File: config.mk
export PLATFORM = sky130hd
export DESIGN_NAME = otp_keystream_xor
export DESIGN_NICKNAME = d
export VERILOG_FILES = /design/src/rtl/otp_pkg.sv /design/src/rtl/otp_keystream_xor.sv
export SDC_FILE = /design/constraint.sdc
export NUM_CORES = 1
export LEC_CHECK = 0
export ABC_CLOCK_PERIOD_IN_PS = 4500
export CORE_ASPECT_RATIO = 0.7
export CORE_UTILIZATION = 40
export CTS_CLUSTER_DIAMETER = 150
export DETAILED_ROUTE_END_ITERATION = 8
export GPL_ROUTABILITY_DRIVEN = 0
export HOLD_SLACK_MARGIN = 0.03
export PLACE_DENSITY = 0.74
export RECOVER_POWER = 25
export SETUP_SLACK_MARGIN = 0.2
export SYNTH_ARGS = -nofsm -noshare
export SYNTH_HDL_FRONTEND = slang
export SYNTH_SLANG_ARGS = --single-unit
File: constraint.sdc
create_clock -name i_clk -period 4.5 [get_ports i_clk]
set_clock_uncertainty 0.05 [all_clocks]
set_input_delay 0.9 -clock i_clk [delete_from_list [all_inputs] [get_ports i_clk]]
set_output_delay 0.9 -clock i_clk [all_outputs]
set_load 0.02 [all_outputs]
File: src/rtl/otp_pkg.sv
// rtl/otp_pkg.sv - shared types and constants for the OTP keystream XOR block
package otp_pkg;

  typedef enum logic [1:0] {
    ST_IDLE    = 2'd0,
    ST_LOAD    = 2'd1,
    ST_READY   = 2'd2,
    ST_ADVANCE = 2'd3
  } otp_state_e;

  localparam int          OTP_BYTE_W    = 8;
  localparam logic [7:0]  ZERO_SEED_SUB = 8'hFF;

  // LFSR command encoding is {s0, s1}
  localparam logic [1:0]  LFSR_LOAD = 2'b11;
  localparam logic [1:0]  LFSR_SHL  = 2'b10;
  localparam logic [1:0]  LFSR_HOLD = 2'b00;

endpackage

File: src/rtl/otp_keystream_xor.sv
// rtl/otp_keystream_xor.sv - XORs a byte stream with keystream from an external 8-bit LFSR
module otp_keystream_xor
  import otp_pkg::*;
#(
  parameter int ADV_SHIFTS = 8,
  parameter int CNT_W      = 16
) (
  input  logic                  i_clk,
  input  logic                  i_clear_n,
  input  logic                  i_seed_valid,
  input  logic [OTP_BYTE_W-1:0] i_seed,
  output logic                  o_seed_ready,
  input  logic                  i_din_valid,
  input  logic [OTP_BYTE_W-1:0] i_din,
  output logic                  o_din_ready,
  output logic                  o_dout_valid,
  output logic [OTP_BYTE_W-1:0] o_dout,
  input  logic                  i_dout_ready,
  output logic                  o_lfsr_s0,
  output logic                  o_lfsr_s1,
  output logic [OTP_BYTE_W-1:0] o_lfsr_in,
  input  logic [OTP_BYTE_W-1:0] i_lfsr_q,
  output logic [CNT_W-1:0]      o_byte_cnt,
  output logic                  o_seed_err
);

  localparam logic [3:0]       ADV_LAST = 4'(ADV_SHIFTS - 1);
  localparam logic [CNT_W-1:0] CNT_ONE  = {{(CNT_W-1){1'b0}}, 1'b1};

  otp_state_e            r_state;
  logic [3:0]            r_adv_cnt;
  logic [1:0]            r_lfsr_cmd;
  logic [OTP_BYTE_W-1:0] r_lfsr_in;
  logic [OTP_BYTE_W-1:0] r_dout;
  logic                  r_dout_valid;
  logic [CNT_W-1:0]      r_byte_cnt;
  logic                  r_seed_err;

  logic w_seed_ready;
  logic w_seed_go;
  logic w_din_ready;
  logic w_accept;
  logic w_seed_zero;

  assign w_seed_ready = (r_state == ST_IDLE) || (r_state == ST_READY);
  assign w_seed_go    = i_seed_valid && w_seed_ready;
  // A pending seed blocks data so the byte is never XORed with a stale key
  assign w_din_ready  = (r_state == ST_READY) && !i_seed_valid &&
                        (!r_dout_valid || i_dout_ready);
  assign w_accept     = i_din_valid && w_din_ready;
  assign w_seed_zero  = (i_seed == '0);

  always_ff @(posedge i_clk or negedge i_clear_n) begin
    if (!i_clear_n) begin
      r_state      <= ST_IDLE;
      r_adv_cnt    <= 4'd0;
      r_lfsr_cmd   <= LFSR_HOLD;
      r_lfsr_in    <= '0;
      r_dout       <= '0;
      r_dout_valid <= 1'b0;
      r_byte_cnt   <= '0;
      r_seed_err   <= 1'b0;
    end else begin
      r_seed_err <= 1'b0;
      if (r_dout_valid && i_dout_ready) begin
        r_dout_valid <= 1'b0;
      end
      if (w_seed_go) begin
        r_state    <= ST_LOAD;
        r_lfsr_cmd <= LFSR_LOAD;
        r_lfsr_in  <= w_seed_zero ? ZERO_SEED_SUB : i_seed;
        r_seed_err <= w_seed_zero;
        r_byte_cnt <= '0;
      end else begin
        case (r_state)
          ST_LOAD: begin
            r_state    <= ST_READY;
            r_lfsr_cmd <= LFSR_HOLD;
          end
          ST_READY: begin
            if (w_accept) begin
              r_dout       <= i_din ^ i_lfsr_q;
              r_dout_valid <= 1'b1;
              if (r_byte_cnt != '1) begin
                r_byte_cnt <= r_byte_cnt + CNT_ONE;
              end
              r_adv_cnt  <= 4'd0;
              r_state    <= ST_ADVANCE;
              r_lfsr_cmd <= LFSR_SHL;
            end
          end
          ST_ADVANCE: begin
            if (r_adv_cnt == ADV_LAST) begin
              r_state    <= ST_READY;
              r_lfsr_cmd <= LFSR_HOLD;
            end else begin
              r_adv_cnt <= r_adv_cnt + 4'd1;
            end
          end
          default: begin
            r_state    <= ST_IDLE;
            r_lfsr_cmd <= LFSR_HOLD;
          end
        endcase
      end
    end
  end

  assign o_seed_ready = w_seed_ready;
  assign o_din_ready  = w_din_ready;
  assign o_dout_valid = r_dout_valid;
  assign o_dout       = r_dout;
  assign o_lfsr_s0    = r_lfsr_cmd[1];
  assign o_lfsr_s1    = r_lfsr_cmd[0];
  assign o_lfsr_in    = r_lfsr_in;
  assign o_byte_cnt   = r_byte_cnt;
  assign o_seed_err   = r_seed_err;

endmodule
==> results of run 1 <==
-- stage by stage --
stage	cell area (sq um)	setup slack [ns]	std cells	power, mW
2_1_floorplan	2130	2.15	224	0.965
3_3_place_gp	2840	1.19	350	1.26
3_5_place_dp	2840	1.16	350	1.27
4_1_cts	2930	1.16	358	1.53
5_1_grt	2930	1.09	358	1.62
6_report	2930	1.17	358	1.51
-- routing by layer --
layer  vias to the layer above  track usage [%]  wire, um
li1                        943                -         -
met5                         -                0         0
met4                         0             5.36        50
met3                         8             4.62       344
met2                        68             27.7      2110
met1                       898             28.5      2490
-- sequential cells by signal, indices dropped and copies added, names as in the netlist --
register,count
o_seed_err,1
o_lfsr_in,8
r_state,2
o_dout,8
o_dout_valid,1
o_byte_cnt,16
r_adv_cnt,4
r_lfsr_cmd,2
-- power by group --
part	total [mW]	switching, mW	leakage, nW	internal (mW)
clock	0.258	0.131	0.0489	0.127
sequential	0.603	0.105	0.542	0.498
combinational	0.653	0.346	0.641	0.307
total	1.51	0.582	1.23	0.932
-- layout by cell type (no fill, tap or decap), types with 2 or more instances in the layout --
| master | instances |
|---|---|
| nor3_1 | 9 |
| o21ai_0 | 23 |
| a31oi_1 | 3 |
| clkbuf_1 | 2 |
| xnor2_1 | 9 |
| a21o_1 | 3 |
| nand4_1 | 5 |
| or4_1 | 2 |
| a21oi_1 | 4 |
| nand2_1 | 38 |
| nand3_1 | 18 |
| nand2b_1 | 4 |
| buf_4 | 2 |
| clkbuf_8 | 6 |
| a211o_1 | 2 |
| clkdlybuf4s50_1 | 65 |
| inv_1 | 7 |
| and4_1 | 2 |
| nor2_1 | 3 |
| a2bb2oi_1 | 2 |
| dfrtp_1 | 42 |
| nor3b_1 | 2 |
| nor4_1 | 7 |
| o22a_1 | 9 |
| and3_1 | 2 |
| ha_1 | 2 |
-- path summary, 6_finish.rpt --
check	from	to	slack (ns)	cells past startpoint
setup / recovery	i_dout_ready	o_din_ready	1.17	4
hold / removal	o_dout[1]	o_dout[1]	0.43	2
setup reg to reg	o_byte_cnt[0]	o_byte_cnt[9]	2.40	5
hold reg to reg	o_dout[1]	o_dout[1]	0.43	2
max in group asynchronous	i_clear_n	o_byte_cnt[1]	1.96	1
min in group asynchronous	i_clear_n	o_dout[3]	1.19	1
-- critical path, stage by stage --
cell,delay [ns]
clkdlybuf4s50_1,0.45
nand2b_1,0.22
and4_1,0.22
clkdlybuf4s50_1,0.60
-- cell families (layout without fill, tap and decap cells) --
kind of cell    count (synthesis)  after routing  share of synthesized area, %
compound gates                 55             55                          17.3
xor+xnor                        9              9                          3.71
fa+ha+maj                       2              2                          1.18
buf+inv                        18             83                          3.47
flops                          42             42                          49.4
mux                             1              1                         0.471
simple gates                   97             97                          24.5
-- area by class of cell --
type	count	area (sq um)
Timing Repair Buffer	68	669
Inverter	7	26.3
Multi-Input combinational cell	164	1000
Sequential cell	42	1050
Tap cell	69	86.3
Clock buffer	7	86.3
Clock inverter	1	8.76
Fill cell	446	2010
==> results by group, run 1 <==
Status
  – Outcome: finished with violations
  – Failing checks: capacitance limit, slew limit

Synthesis
  – Post-synth top cells: dfrtp_1, nand2_1, o21ai_0, nand3_1
  – Largest cells by area after synthesis: dfrtp_1, nand2_1, o21ai_0
  – Synthesized netlist cell count: 224
  – Synth top area share: approximately half
  – Post-synthesis register bit count: 42
  – Synthesized area per cell: 9.50 sq um
  – Sequential share of the synthesized area: between 40 and 50%
  – Unique cell type count in the Yosys netlist: 39
  – Synthesized area: 2130 sq um
  – Area leader, netlist: dfrtp_1
  – Ys Warns: 0
  – Count leader, synth: dfrtp_1
  – Main synth FF type: dfrtp_1
  – Post-synth ARST share: 100%
  – Synthesized Nets: around 260
  – Post-synth EDFFs: 0

Route
  – Via-to-Cell Ratio: 5.35
  – Vias post-DR: roughly 1.9k
  – DR DRC count: 0
  – Number of iterations in the first detailed-routing pass: 5
  – Final WL: roughly 5000 um
  – Antenna Nets Post-Route: 0
  – DRT iter0 DRCs: between 80 and 90
  – Wirelength per Cell: 14.0 um

Die
  – Number of core rows: 21
  – I/O Pins: between 60 and 70
  – Die X: 89.2 um
  – Die height: 63.0 um
  – Initial Utilization: between 40% and 50%
  – Core area: ~5000 sq um
  – Die area: 5620 sq um

Global route
  – First-pass GRT wire length: 8320 um
  – Initial antenna violation count: 0
  – Largest net degree at the start of global routing: 43
  – Total GRT Usage: 19.2%
  – GR Overflow Total: 0
  – Vias in the first global route: approximately 1.8k

Clock network
  – Reg clk slew, reported paths: roughly 0.080 ns
  – Hold_buf cts: 0
  – Setup bufs post-CTS: 0
  – Total CTS buffers: 5
  – Clock Latency Late Sink: a little under 0.3 ns
  – Longest Clk Path Bufs: 2
  – Sinks on the clock net: 42
  – Root buf cell: clkbuf_8
  – H-tree depth: 2
  – CTS tree: built
  – CTS resizes: 0

Power
  – PD cells: between 500 and 600 nW/um^2
  – Max VDD drop: approximately 0.29 mV
  – Leakage: between 1 and 1.5 nW

Min path
  – Hold Path Class: register to register

Layout
  – Share of layout cells above drive strength 1: 4.84%
  – P&R area growth vs syn: 37.8%
  – Finished Core Util: a little under 60%
  – # nets final: ~320
  – # diodes: 0

Setup path
  – WP data required: roughly 3.6 ns
  – Crit Path Class: input port to primary output
  – Nature of the critical path startpoint: input port
  – Worst Path Max Fanout: 7
  – CP Capture Type: primary output
  – Crit path DAT: around 2.4 ns

Place
  – Number of I/O port buffers: 66
  – DP HPWL: between 3000 and 4000 um

Timing
  – Final hold vios: 0
  – Setup TNS Final: 0 ns
  – F_max: approximately 0.3 GHz
  – Tcrit/Tclk final: 74.0%
  – Crit path time final: 3.33 ns
  – Final Max Slew Viols: 43
  – Worst-Margin Slew: approximately 2.2 ns
  – Rel. slew slack: -45.6%
  – RSZ-0062 raised after global routing: no
  – Worst hold slack: approximately 0.43 ns
  – Final setup violation count: 0

Run
  – # Max-Cap Violations: 1
Note: power is estimated with default switching activity, not from simulation.
==> run 2: changes to the inputs <==
--- a/config.mk
+++ b/config.mk
@@ -5,7 +5,7 @@
 export SDC_FILE = /design/constraint.sdc
 export NUM_CORES = 1
 export LEC_CHECK = 0
-export ABC_CLOCK_PERIOD_IN_PS = 4500
+export ABC_CLOCK_PERIOD_IN_PS = 3300
 export CORE_ASPECT_RATIO = 0.7
 export CORE_UTILIZATION = 40
 export CTS_CLUSTER_DIAMETER = 150
==> constraint.sdc (replaced) <==
create_clock -name i_clk -period 3.3 [get_ports i_clk]
set_clock_uncertainty 0.05 [all_clocks]
set_input_delay 0.66 -clock i_clk [delete_from_list [all_inputs] [get_ports i_clk]]
set_output_delay 0.66 -clock i_clk [all_outputs]
set_load 0.02 [all_outputs]
==> results by group, run 2 (synthesis gave the netlist of run 1 again) <==
Global route
  – GR Overflow Total: 0 (unchanged)
  – Largest net degree at the start of global routing: 43 (unchanged)
  – First-pass GRT wire length: 8800 um (was 8320 um)
  – Vias in the first global route: 1830 (was 1774)
  – Total GRT Usage: 20.2% (was 19.2%)
  – Initial antenna violation count: 0 (unchanged)

Min path
  – Sink of the worst hold path: o_dout[5] (was o_dout[1])
  – Hold Path Origin: o_dout[5] (was o_dout[1])
  – Hold Crit Depth: 2 (unchanged)
  – Hold Path Class: register to register (unchanged)

Die
  – Die area: 5620 sq um (unchanged)
  – Die height: 63.0 um (unchanged)
  – Initial Utilization: 43.1% (unchanged)
  – Number of core rows: 21 (unchanged)
  – I/O Pins: 67 (unchanged)
  – Die X: 89.2 um (unchanged)
  – Core area: 4940 sq um (unchanged)

Timing
  – Rel. slew slack: -46.8% (was -45.6%)
  – Worst-Margin Slew: 2.20 ns (was 2.18 ns)
  – F_max: 0.352 GHz
  – Final Max Slew Viols: 43 (unchanged)
  – Final setup violation count: 0 (unchanged)
  – Final hold vios: 0 (unchanged)
  – Crit path time final: approximately 2.8 ns
  – Tcrit/Tclk final: approximately 86%
  – Setup TNS Final: 0 ns (unchanged)
  – RSZ-0062 raised after global routing: no (unchanged)

Power
  – Max VDD drop: 0.370 mV (was 0.291 mV)
  – PD cells: 721 nW/um^2 (was 516 nW/um^2)
  – Leakage: 1.25 nW (was 1.23 nW)

Status
  – Failing checks: capacitance limit, slew limit (unchanged)
  – Outcome: finished with violations (unchanged)

Clock network
  – CTS resizes: 0 (unchanged)
  – Clock Latency Late Sink: 0.29 ns (about the same)
  – H-tree depth: 2 (unchanged)
  – Hold_buf cts: 0 (unchanged)
  – Reg clk slew, reported paths: 0.07 ns (was 0.08 ns)
  – CTS tree: built (unchanged)
  – Setup bufs post-CTS: 0 (unchanged)
  – Total CTS buffers: 5 (unchanged)
  – Root buf cell: clkbuf_8 (unchanged)
  – Longest Clk Path Bufs: 2 (unchanged)
  – Sinks on the clock net: 42 (unchanged)

Layout
  – Commonest non-fill, non-tap cell in the layout: clkdlybuf4s50_1 (unchanged)
  – P&R area growth vs syn: 39.3% (was 37.8%)
  – Largest register FFs: 16 (unchanged)
  – # diodes: 0 (unchanged)
  – Most frequent cells in the layout: clkdlybuf4s50_1, dfrtp_1, nand2_1, o21ai_0, nand3_1 (unchanged)
  – Finished Core Util: 60.0% (was 59.3%)
  – # nets final: 321 (was 319)
  – Share of layout cells above drive strength 1: 5.52% (was 4.84%)

Setup path
  – R2R setup slack: 1.17 ns (was 2.40 ns)
  – R2R Path Start: o_byte_cnt[0] (unchanged)
  – Crit path DAT: 2.13 ns (was 2.38 ns)
  – WP data required: 2.59 ns (was 3.55 ns)
  – R2r endpoint: o_byte_cnt[15] (was o_byte_cnt[9])
  – Worst Path Max Fanout: 7 (unchanged)
  – CP Capture Type: primary output (unchanged)
  – Origin of the worst setup path: i_dout_ready (unchanged)
  – Worst Reg-to-Reg Cells: 5 (unchanged)
  – Crit Path Class: input port to primary output (unchanged)
  – Nature of the critical path startpoint: input port (unchanged)

Route
  – DR DRC count: 0 (unchanged)
  – DRT iter0 DRCs: 113 (was 87)
  – Final WL: 5130 um (was 5000 um)
  – Wirelength per Cell: 14.3 um (was 14.0 um)
  – Number of iterations in the first detailed-routing pass: 4 (was 5)
  – Via-to-Cell Ratio: 5.41 (was 5.35)
  – Antenna Nets Post-Route: 0 (unchanged)
  – Vias post-DR: 1942 (was 1917)

Run
  – # Max-Cap Violations: 1 (unchanged)

Place
  – DP HPWL: 3740 um (was 3620 um)
  – Number of I/O port buffers: 66 (unchanged)
run 2: worst max-delay path, cell delays in order:
cell and delay [ns]:
clkdlybuf4s50_1 0.45, nand2b_1 0.22, and4_1 0.22, clkdlybuf4s50_1 0.59
run 2: metrics by stage:
step / cell area [sq um] / power (mW) / instances / hold slack (ns) / worst slack (ns)
CTS: 2960 / 2.15 / 359 / 0.441 / 0.452
global placement: 2850 / 1.72 / 352 / 0.412 / 0.469
detailed placement: 2850 / 1.74 / 352 / 0.423 / 0.463
floorplan: 2130 / 1.32 / 224 / 0.314 / 1.27
global route: 2960 / 2.30 / 359 / 0.468 / 0.391
finish: 2960 / 2.14 / 359 / 0.434 / 0.456
run 2: power by group:
group          internal [mW]  switching, mW  total, mW
combinational          0.429          0.477      0.906
sequential             0.679          0.144      0.823
clock                  0.242          0.166      0.408
total                   1.35          0.786       2.14
run 2: worst max path at each step:
stage,to,slack (ns),cells past startpoint
3_3_place_gp,o_din_ready,0.47,4
4_1_cts,o_din_ready,0.45,4
3_5_place_dp,o_din_ready,0.46,4
6_report,o_din_ready,0.46,4
2_1_floorplan,o_lfsr_in[0],1.27,5
5_1_grt,o_din_ready,0.39,4
run 2: area by class of cell:
cell class,instances,area (sq um)
multi-input combinational,164,1000
timing repair buffer,70,684
clock buffer,6,82.6
tap,69,86.3
clock inverter,1,30.0
sequential,42,1050
fill,462,1980
inverter,7,26.3
run 2: layer usage:
metal | track usage, % | vias up | share of wire [%]
met1 | 29.7 | 922 | 50
li1 | - | 951 | -
met4 | 4.17 | 0 | 0.49
met5 | 0 | - | 0
met2 | 30.2 | 64 | 43
met3 | 4.89 | 5 | 6.6
==> run 3: changes to the inputs <==
--- a/config.mk
+++ b/config.mk
@@ -11,6 +11,7 @@
 export CTS_CLUSTER_DIAMETER = 150
 export DETAILED_ROUTE_END_ITERATION = 8
 export GPL_ROUTABILITY_DRIVEN = 0
+export GPL_TIMING_DRIVEN = 0
 export HOLD_SLACK_MARGIN = 0.03
 export PLACE_DENSITY = 0.74
 export RECOVER_POWER = 25
==> results by group, run 3 (synthesis gave the netlist of run 1 again) <==
Timing
  – Final setup violation count: 0 (unchanged)
  – Setup TNS Final: 0 ns (unchanged)
  – Tcrit/Tclk final: 86.9% (was 86.2%)
  – F_max: 0.349 GHz (was 0.352 GHz)
  – RSZ-0062 raised after global routing: no (unchanged)
  – Final hold vios: 0 (unchanged)
  – PnR worst setup slack: 0.431 ns (was 0.456 ns)
  – Worst-Margin Slew: 1.58 ns (was 2.20 ns)
  – Rel. slew slack: -5.25% (was -46.8%)
  – Final Max Slew Viols: 31 (was 43)
  – Crit path time final: 2.87 ns (was 2.84 ns)

Layout
  – # diodes: 0 (unchanged)
  – # nets final: 329 (was 321)
  – Largest register FFs: 16 (unchanged)
  – P&R area growth vs syn: 39.5% (was 39.3%)
  – Most frequent cells in the layout: clkdlybuf4s50_1, dfrtp_1, nand2_1, o21ai_0, nand3_1 (unchanged)
  – # fillers: 448 (was 462)
  – Commonest non-fill, non-tap cell in the layout: clkdlybuf4s50_1 (unchanged)
  – Final Instance Area: 2970 sq um (was 2960 sq um)
  – Share of layout cells above drive strength 1: 5.69% (was 5.52%)

Route
  – Vias post-DR: 1990 (was 1942)
  – Met1 WL: 2560 um (was 2580 um)
  – DRT iter0 DRCs: 182 (was 113)
  – Metal3 WL: 387 um (was 337 um)
  – Via-to-Cell Ratio: 5.41 (about the same)
  – Antenna Nets Post-Route: 0 (unchanged)
  – Top Metal Used: met4 (unchanged)
  – Number of iterations in the first detailed-routing pass: 4 (unchanged)
  – Final WL: 5290 um (was 5130 um)
  – DR WL met2: 2310 um (was 2190 um)
  – DR DRC count: 0 (unchanged)
  – Wirelength per Cell: 14.4 um (was 14.3 um)

Clock network
  – Sinks on the clock net: 42 (unchanged)
  – Reg clk slew, reported paths: 0.08 ns (was 0.07 ns)
  – Longest Clk Path Bufs: 2 (unchanged)
  – Clock Latency Late Sink: 0.30 ns (was 0.29 ns)
  – Hold_buf cts: 0 (unchanged)
  – Total CTS buffers: 5 (unchanged)
  – Root buf cell: clkbuf_8 (unchanged)
  – CTS resizes: 0 (unchanged)
  – H-tree depth: 2 (unchanged)
  – Setup bufs post-CTS: 0 (unchanged)
  – CTS tree: built (unchanged)

Global route
  – GR Overflow Total: 0 (unchanged)
  – Initial antenna violation count: 0 (unchanged)
  – First-pass GRT wire length: 8710 um (was 8800 um)
  – Largest net degree at the start of global routing: 31 (was 43)
  – Total GRT Usage: 20.1% (was 20.2%)
  – Vias in the first global route: 1820 (was 1830)

Setup path
  – Cell Chain, Critical Path: clkdlybuf4s50_1 > nand2b_1 > and4_1 > clkdlybuf4s50_1 (unchanged)
  – Critical path's slowest cell: clkdlybuf4s50_1 (unchanged)
  – Worst Reg-to-Reg Cells: 6 (was 5)
  – Crit path DAT: 2.16 ns (was 2.13 ns)
  – Crit Path Class: input port to primary output (unchanged)
  – Critical path's most frequent cell: clkdlybuf4s50_1 (unchanged)
  – Worst Path Max Fanout: 7 (unchanged)
  – Max incr delay on CP: 0.59 ns (about the same)
  – R2r endpoint: o_byte_cnt[4] (was o_byte_cnt[15])
  – WP data required: 2.59 ns (about the same)
  – CP Capture Type: primary output (unchanged)
  – Nature of the critical path startpoint: input port (unchanged)
  – R2R setup slack: 1.11 ns (was 1.17 ns)
  – CP bufs+invs: 2 (unchanged)
  – CP top delay family: buffers and inverters (unchanged)
  – R2R Path Start: o_byte_cnt[0] (unchanged)

Power
  – PD cells: 703 nW/um^2 (was 721 nW/um^2)
  – Leakage: 1.25 nW (about the same)
  – Max VDD drop: 0.415 mV (was 0.370 mV)

Die
  – Initial Utilization: 43.1% (unchanged)
  – Die area: 5620 sq um (unchanged)
  – I/O Pins: 67 (unchanged)
  – Core area: 4940 sq um (unchanged)
  – Die height: 63.0 um (unchanged)
  – Number of core rows: 21 (unchanged)
  – Die X: 89.2 um (unchanged)

Place
  – DP HPWL: 4020 um (was 3740 um)
  – Cell Area, Placed: 2890 sq um (was 2850 sq um)
  – Number of I/O port buffers: 66 (unchanged)
  – Pre-CTS WS: 0.434 ns (was 0.463 ns)

Status
  – Failing checks: capacitance limit, slew limit (unchanged)
  – Outcome: finished with violations (unchanged)

Run
  – # Max-Cap Violations: 1 (unchanged)

Min path
  – Hold Path Class: input port to async pin (was register to register)
-- run 3: changes by cell type in the layout (fill, tap and decap cells not counted) --
cell / delta
clkbuf_1: +8
buf_2: +5
buf_4: -4
bufinv_16: -1
inv_6: +1
-- run 3: layout make-up --
type / instances / area, sq um / area share [%]
sequential: 42 / 1050 / 35.4
clock inverter: 1 / 8.76 / 0.295
tap: 69 / 86.3 / 2.91
inverter: 7 / 26.3 / 0.886
timing repair buffer: 67 / 658 / 22.2
clock buffer: 7 / 86.3 / 2.91
buffer: 11 / 47.5 / 1.60
multi-input combinational: 164 / 1000 / 33.8
-- run 3: through the flow --
stage                     hold slack (ns)  power, mW  util (%)  instances
after floorplan                     0.314       1.32         -        224
after global routing                0.351       2.23      60.1        368
after global placement              0.413       1.73      58.2        359
after CTS                           0.202       2.10      60.4        368
after detailed placement            0.421       1.76      58.5        360
final                               0.315       2.09      60.1        368
-- run 3: worst max-delay path by stage --
stage	startpoint	slack [ns]	endpoint	cells past startpoint
final	i_dout_ready	0.43	o_din_ready	4
after global routing	i_seed_valid	0.36	o_din_ready	4
after CTS	i_dout_ready	0.42	o_din_ready	4
after detailed placement	i_dout_ready	0.43	o_din_ready	4
after global placement	i_clear_n	0.40	o_seed_err	1
after floorplan	i_seed[0]	1.27	o_lfsr_in[0]	5
-- run 3: worst reg2reg max path: stages (launching register included) --
cell	delay (ns)
dfrtp_1	0.43
ha_1	0.23
nand3_1	0.28
nor4_4	0.46
a211o_1	0.26
buf_2	0.25
o22a_1	0.16
-- run 3: metal layers --
metal  GRT usage (%)  vias up
li1                -      969
met1            29.4      937
met2            30.1       79
met3            4.89        5
met4            4.17        0
met5               0        -
-- run 3: report_power, final --
group | internal, mW | total (mW) | leakage [nW] | switching (mW)
registers | 0.679 | 0.811 | 0.542 | 0.132
clock network | 0.173 | 0.348 | 0.0489 | 0.175
logic | 0.431 | 0.928 | 0.656 | 0.497
